**config.mk**
```make
export PLATFORM = sky130hd
export DESIGN_NAME = svc_rv_bpred_btb
export DESIGN_NICKNAME = d
export VERILOG_FILES = /design/src/rtl/svc_rv_bpred_btb.sv
export SDC_FILE = /design/constraint.sdc
export NUM_CORES = 2
export LEC_CHECK = 0
export ABC_AREA = 1
export CAP_MARGIN = 20
export CORE_MARGIN = 3
export CORE_UTILIZATION = 30
export CTS_CLUSTER_DIAMETER = 50
export DETAILED_ROUTE_END_ITERATION = 8
export HOLD_SLACK_MARGIN = 0.08
export PLACE_DENSITY = 0.52
export SYNTH_ARGS = -nofsm -noshare
export SYNTH_HDL_FRONTEND = slang
export SYNTH_SLANG_ARGS = --single-unit
```
**constraint.sdc**
```tcl
create_clock -name clk -period 11.15 [get_ports clk]
set_clock_uncertainty 0.1 [all_clocks]
set_input_delay 2.23 -clock clk [delete_from_list [all_inputs] [get_ports clk]]
set_output_delay 2.23 -clock clk [all_outputs]
set_load 0.005 [all_outputs]
```
**src/rtl/svc_rv_bpred_btb.sv**
```systemverilog
// Direct-mapped branch target buffer with per-entry saturating direction counters.
// The lookup has one cycle of registered latency and reads state as it was before any same-cycle update.
module svc_rv_bpred_btb #(
    parameter int XLEN  = 32,
    parameter int DEPTH = 64,
    parameter int TAG_W = 8,
    parameter int CNT_W = 2
) (
    input  logic            clk,
    input  logic            rst,
    input  logic            lu_en,
    input  logic [XLEN-1:0] lu_pc,
    output logic            pred_hit,
    output logic            pred_taken,
    output logic [XLEN-1:0] pred_target,
    input  logic            upd_valid,
    input  logic [XLEN-1:0] upd_pc,
    input  logic            upd_taken,
    input  logic            upd_jump,
    input  logic [XLEN-1:0] upd_target
);

    localparam int IDX_W = $clog2(DEPTH);

    // Counter constants derived from all-ones so that they stay legal for CNT_W=1.
    localparam logic [CNT_W-1:0] CNT_MAX = '1;
    localparam logic [CNT_W-1:0] CNT_ONE = CNT_MAX ^ (CNT_MAX << 1);
    localparam logic [CNT_W-1:0] CNT_WT  = CNT_MAX ^ (CNT_MAX >> 1);
    localparam logic [CNT_W-1:0] CNT_WNT = CNT_MAX >> 1;

    logic             valid_q  [DEPTH];
    logic [TAG_W-1:0] tag_q    [DEPTH];
    logic [XLEN-1:0]  target_q [DEPTH];
    logic [CNT_W-1:0] cnt_q    [DEPTH];

    logic [IDX_W-1:0] lu_idx;
    logic [TAG_W-1:0] lu_tag;
    logic [IDX_W-1:0] upd_idx;
    logic [TAG_W-1:0] upd_tag;
    logic             lu_hit;
    logic             upd_hit;
    logic             upd_alloc;
    logic [CNT_W-1:0] upd_cnt;
    logic             unused_pc_bits;

    assign lu_idx  = lu_pc[IDX_W+1:2];
    assign lu_tag  = lu_pc[TAG_W+IDX_W+1:IDX_W+2];
    assign upd_idx = upd_pc[IDX_W+1:2];
    assign upd_tag = upd_pc[TAG_W+IDX_W+1:IDX_W+2];

    assign lu_hit    = valid_q[lu_idx] && (tag_q[lu_idx] == lu_tag);
    assign upd_hit   = valid_q[upd_idx] && (tag_q[upd_idx] == upd_tag);
    assign upd_alloc = !upd_hit && upd_taken;

    assign unused_pc_bits = ^{lu_pc, upd_pc};

    // NOTE: combinational blocks use blocking '=' with a default on the first line,
    // so no path leaves upd_cnt unassigned and no latch is inferred.
    always_comb begin
        upd_cnt = cnt_q[upd_idx];
        if (upd_jump) begin
            upd_cnt = CNT_MAX;
        end else if (upd_taken) begin
            if (upd_cnt != CNT_MAX) upd_cnt = upd_cnt + CNT_ONE;
        end else if (upd_cnt != '0) begin
            upd_cnt = upd_cnt - CNT_ONE;
        end
    end

    // NOTE: sequential state uses non-blocking '<=' so every read in this edge
    // sees pre-edge values; that is what gives lookups read-before-write ordering.
    always_ff @(posedge clk) begin
        if (rst) begin
            for (int i = 0; i < DEPTH; i++) begin
                valid_q[i] <= 1'b0;
                cnt_q[i]   <= CNT_WNT;
            end
        end else if (upd_valid) begin
            if (upd_hit) begin
                cnt_q[upd_idx] <= upd_cnt;
            end else if (upd_alloc) begin
                valid_q[upd_idx] <= 1'b1;
                cnt_q[upd_idx]   <= upd_jump ? CNT_MAX : CNT_WT;
            end
        end
    end

    // NOTE: tags and targets are deliberately left out of reset; they are only
    // observed through a valid bit, and keeping them reset-free lets them map to RAM.
    always_ff @(posedge clk) begin
        if (!rst && upd_valid) begin
            if (upd_alloc) tag_q[upd_idx] <= upd_tag;
            if (upd_alloc || (upd_hit && (upd_jump || upd_taken))) begin
                target_q[upd_idx] <= upd_target;
            end
        end
    end

    always_ff @(posedge clk) begin
        if (rst) begin
            pred_hit    <= 1'b0;
            pred_taken  <= 1'b0;
            pred_target <= '0;
        end else if (lu_en) begin
            pred_hit    <= lu_hit;
            pred_taken  <= lu_hit && cnt_q[lu_idx][CNT_W-1];
            pred_target <= lu_hit ? target_q[lu_idx] : '0;
        end
    end

endmodule

```
* Yosys cells after proc, flatten, opt, wreduce, memory -nomap -nowiden
Memory sizes are Yosys's and may differ from the RTL's.
Cells that the tools add are included.
** Cells by class
- Add/subtract/negate cells :: 2
- Eq/ne operators :: 3
- Muxes and demuxes :: 29
- Bitwise gates (word level) :: 1
- Reductions and logical operators :: 13
** Operator list (number)
- 2-to-1 mux 32 bit :: 1
- 2-to-1 mux 1 bit :: 20
- equality test 8 bit :: 2
- 2-to-1 mux 2 bit :: 6
- 2-to-1 mux 6 bit :: 2
- logical AND 1 bit :: 6
- adder 2 x 1 -> 2 bit, second input constant :: 1
- zero test 1 bit :: 2
- logical OR 1 bit :: 2
- != test 2 bit, second input constant :: 1
- nonzero test 2 bit :: 1
- OR reduction 2 bit :: 1
- subtractor 2 x 1 -> 2 bit, second input constant :: 1
- OR 1 bit :: 1
- OR reduction 1 bit :: 1
** Word-level totals
- Flip-flop bits (word level) :: 34
- Bits in writable memories :: 2752
- Bits of input ports :: 102
- Word-level logic and storage cells :: 55
- Memories kept :: 4
** Memories
- target_q :: words 64, width 32, read ports 1, clocked after Yosys merged registers in 0, wr ports 1, RTL line 33 : logic [XLEN-1:0] target_q [DEPTH];
- tag_q :: words 64, width 8, read ports 2, clocked after Yosys merged registers in 0, wr ports 1, RTL line 32 : logic [TAG_W-1:0] tag_q [DEPTH];
- cnt_q :: words 64, width 2, read ports 2, clocked after Yosys merged registers in 0, wr ports 64, RTL line 34 : logic [CNT_W-1:0] cnt_q [DEPTH];
- valid_q :: words 64, width 1, read ports 2, clocked after Yosys merged registers in 0, wr ports 64, RTL line 31 : logic valid_q [DEPTH];

* Longest topological paths before layout
An unclocked memory read counts as a cell.
- Depth in word-level cells :: 13
- Gate-level depth with buffers :: 24

* Worst setup path after synthesis
No wires, ideal clock.
- Path type :: input-to-reg
- Start point :: in upd_pc[2]
- End point :: mem target_q[11][0], enable pin
- Library setup time :: 0.432 ns
- Arrival :: 5.657 ns
- Required time :: 10.618 ns
- Path slack :: 4.961 ns
- Stages :: 20
- Path buffers :: 4
- Path through :: buf_4 -> inv_2 -> buf_4 -> buf_2 -> nand2_1 -> nand2_1 -> nand2_1 -> a21oi_1 -> o21ai_0 -> nand2_1 -> nor2_1 -> nand2_1 -> nand2_1 -> nand2_1 -> inv_1 -> nand2_1 -> nor2_1 -> nand4_2 -> clkbuf_1 -> a21oi_1
** Between the ends
- Word-level cells in the longest chain between the ends :: 9
- Elaborated cells on any way between the ends :: 11
- Those cells by class :: 1 x eq/ne; 3 x mux; 5 x reduce/logical; 2 x memory
** RTL lines
- start: declaration :: RTL line 17 : input logic [XLEN-1:0] upd_pc,
- memory (64 x 8 bit)
- equality test 8 bit :: RTL line 52 : assign upd_hit = valid_q[upd_idx] && (tag_q[upd_idx] == upd_tag);
- logical AND 1 bit :: RTL line 52
- zero test 1 bit :: RTL line 53 : assign upd_alloc = !upd_hit && upd_taken;
- logical AND 1 bit :: RTL line 53
- logical OR 1 bit :: RTL line 93 : if (upd_alloc || (upd_hit && (upd_jump || upd_taken))) begin
- 2-to-1 mux 1 bit :: RTL line 93
- 2-to-1 mux 1 bit :: RTL line 91 : if (!rst && upd_valid) begin
- 2-to-1 mux 1 bit (implied by the code) :: RTL line 94 : target_q[upd_idx] <= upd_target;
- end: declaration :: RTL line 33
Parallel ways exist; a longest one is shown, timed or not.

* Worst setup path in the final report
- Start point :: in upd_pc[4]
- End point :: mem target_q[37][24], enable pin
Same word-level chain as after synthesis.

==> run_results.csv <==
group,metric,value,unit
setup_path,cp-start-kind,"input port",
grt,grt_pass1_wl,573000,um
power,switching_share,23.9,%
power,p_int,17.6,mW
cts,cts_resized,0,
floorplan,die_x,636,um
synth,synth-edff-count,2688,
grt,antenna_found_initial,21,
synth,syn_nets,11034,
detailed_routing,viasPerCell,5.21,
detailed_routing,antenna_left,0,
outcome,status,"complete, no violations",
floorplan,coreArea,394000,sq um
timing,fin_crit,7.97,ns
detailed_routing,dr.pass1.iters,8,
power,clkPwrFrac,43.4,%
cts,cts.sinks,2786,
floorplan,fp.dieArea,404000,sq um
synth,synth.distinct_cells,36,
setup_path,regToRegSetupSlack,5.85,ns
cts,cts_made_buffers,318,
power,netSwitchingPower,5.54,mW
synth,yosysWarnings,0,
synth,ys_top_cells_by_area,"edfxtp_1, nand2_1, nand3_1, o21ai_0, nor2_1",
placed_design,gp_congestion,0.832,
power,power.density,170,nW/um^2
grt,grt_pass1_vias,79048,
cts,hold_buffers,0,
cts,cts_tree,"built",
floorplan,rows,230,
detailed_routing,wl_per_cell,24.6,um
finish,final_util,34.6,%
synth,netlist_instances,10932,
detailed_routing,via_count,85018,
placed_design,hpwl,221000,um
setup_path,cp.required,11.58,ns
timing,slew_viol_final,0,
setup_path,path_max_fanout,36,
detailed_routing,drt_iter0_drc,9544,
finish,drive_above_1_share,8.25,%
power,power_frac_comb,6.9,%
synth,async_flop_share,0,%
finish,fin_nets,10954,
grt,grt_max_degree,184,
synth,synth.top_cell.area_share,67.8,%
synth,synth_area_per_cell,10.9,sq um
timing,setup_viol,0,
power,seqPwrFrac,49.7,%
synth,synth_top_cell_by_area,"edfxtp_1",
synth,netlist_area,119000,sq um
timing,worstMarginPinSlew,1.24,ns
synth,seq_area_frac_synth,69.5,%
timing,fin_crit_sh,71.5,%
timing,fmax,0.125,GHz
cts,clkSlewWorstSetupHoldPaths,0.06,ns
detailed_routing,drcViolationCount,0,
cts,htree_num_levels,5,
detailed_routing,wirelength,402000,um
timing,max_slew_margin,16.0,%
synth,synthFlopType,"edfxtp_1",
cts,cts_buffer_depth,4,
cts,clk_latency,0.87,ns
grt,grt-ovfl-total,0,
placed_design,io_buffers,99,
floorplan,start_util,30.2,%
cts,cts_setup_buffers,0,
hold_path,hold_class,"reg -> reg",
floorplan,die_y,636,um
setup_path,path_class,"in -> reg",
timing,tns,0,ns
timing,hold_viol_final,0,
setup_path,worstPathArrival,8.40,ns
grt,grt.total_usage,19.1,%
cts,cts_root_buf,"clkbuf_16",
power,p_total,23.2,mW
synth,synth_seq_cells,2786,
power,leakagePower,46.5,nW
power,peakVddDrop,0.119,mV
flow_run,maxCapViolations,0,
finish,synthToLayoutAreaGrowth,14.6,%
setup_path,end_kind,"flop",
timing,rsz0062_at_grt,"false",
floorplan,ios,136,
## final timing paths
path,startpoint,cells past startpoint,endpoint
hold / removal,pred_target[18]$_SDFFE_PP0P_,2,pred_target[18]$_SDFFE_PP0P_
hold reg to reg,pred_target[18]$_SDFFE_PP0P_,2,pred_target[18]$_SDFFE_PP0P_
setup / recovery,upd_pc[4],22,target_q[37][24]$_DFFE_PP_
setup reg to reg,tag_q[30][0]$_DFFE_PP_,18,target_q[37][24]$_DFFE_PP_
## flip-flops by register name, indices dropped and copies added (netlist names)
register     flops
target_q      2048
cnt_q          128
pred_hit         1
pred_target     32
tag_q          512
pred_taken       1
valid_q         64
## power groups by stage
stage / logic (mW) / registers, mW / clock network, mW
floorplan: 0.826 / 11.7 / 0
global placement: 1.58 / 11.7 / 0
detailed placement: 1.58 / 11.7 / 0
CTS: 1.58 / 11.5 / 10.2
global route: 1.71 / 11.5 / 10.6
finish: 1.59 / 11.5 / 10.1
## per-layer routing
metal / routed length, um / share of wire (%) / track usage [%] / vias up
li1: - / - / - / 38677
met1: 173000 / 43 / 26.6 / 42189
met2: 185000 / 46 / 30.4 / 3469
met3: 28800 / 7.2 / 2.35 / 677
met4: 15800 / 3.9 / 7.25 / 6
met5: 34 / 0.0085 / 0 / -
## through the flow
step	setup slack, ns	area, sq um	std cells	hold slack, ns
2_1_floorplan	4.96	119000	10932	0.350
3_3_place_gp	2.37	126000	15737	0.358
3_5_place_dp	2.44	126000	15747	0.359
4_1_cts	3.36	136000	16316	0.369
5_1_grt	3.06	136000	16322	0.387
6_report	3.18	136000	16327	0.366
## worst max-delay path: stages
cell	delay, ns
buf_4	0.54
clkinv_2	0.70
nand3_2	0.60
inv_2	0.36
nand2_1	0.13
nand2_1	0.06
nor2_1	0.09
nand3_1	0.18
nand2_1	0.11
nand2_1	0.05
nor2_1	0.12
nand2_1	0.06
nand2_1	0.09
nand2_1	0.06
inv_1	0.05
nand2_1	0.04
nor2_1	0.18
nand4_4	0.16
buf_4	0.43
buf_4	0.53
a21oi_4	0.98
buf_4	0.44
## cell usage in the layout, fill, tap and decap left out, types with 49 or more instances in the layout
cell type        instances
o311ai_0                91
nand2_1               3500
clkinv_2                57
nor2_1                 768
clkdlybuf4s50_1         49
inv_1                  129
a21oi_1                422
o221ai_1               256
clkbuf_16              327
nand3_1               1230
buf_4                  273
nand4_1                 51
dfxtp_1                 98
o21ai_0                658
clkbuf_1                59
edfxtp_1              2688
a21oi_4                 66
clkinv_1                56
## area by class of cell
cell class / count / area [sq um]
clock inverter: 178 / 1450
tap: 5220 / 6530
clock buffer: 391 / 8470
timing repair buffer: 399 / 3310
antenna: 6 / 15.0
inverter: 149 / 608
multi-input combinational: 7198 / 33300
fill: 38924 / 257000
sequential: 2786 / 82700
## cells in the mapped netlist, drive strengths merged (8+ instances only)
library cell,n
clkbuf,494
edfxtp,2688
nand3,1236
nor2,771
nor3,10
buf,305
nand3b,8
nand2,3502
o211ai,13
o22ai,45
o221ai,256
nand4,52
dfxtp,98
o21ai,663
a21oi,488
a22oi,11
inv,145
a22o,13
o311ai,120
## kinds of logic (layout without fill, tap and decap cells)
family | count (synthesis) | after routing | synth area share [%]
simple gates | 5579 | 5579 | 19.1
buf+inv | 948 | 1117 | 3.27
compound gates | 1619 | 1619 | 8.17
other cells | 0 | 6 | 0
flops | 2786 | 2786 | 69.5
No activity file was read; power rests on OpenSTA's default activity.
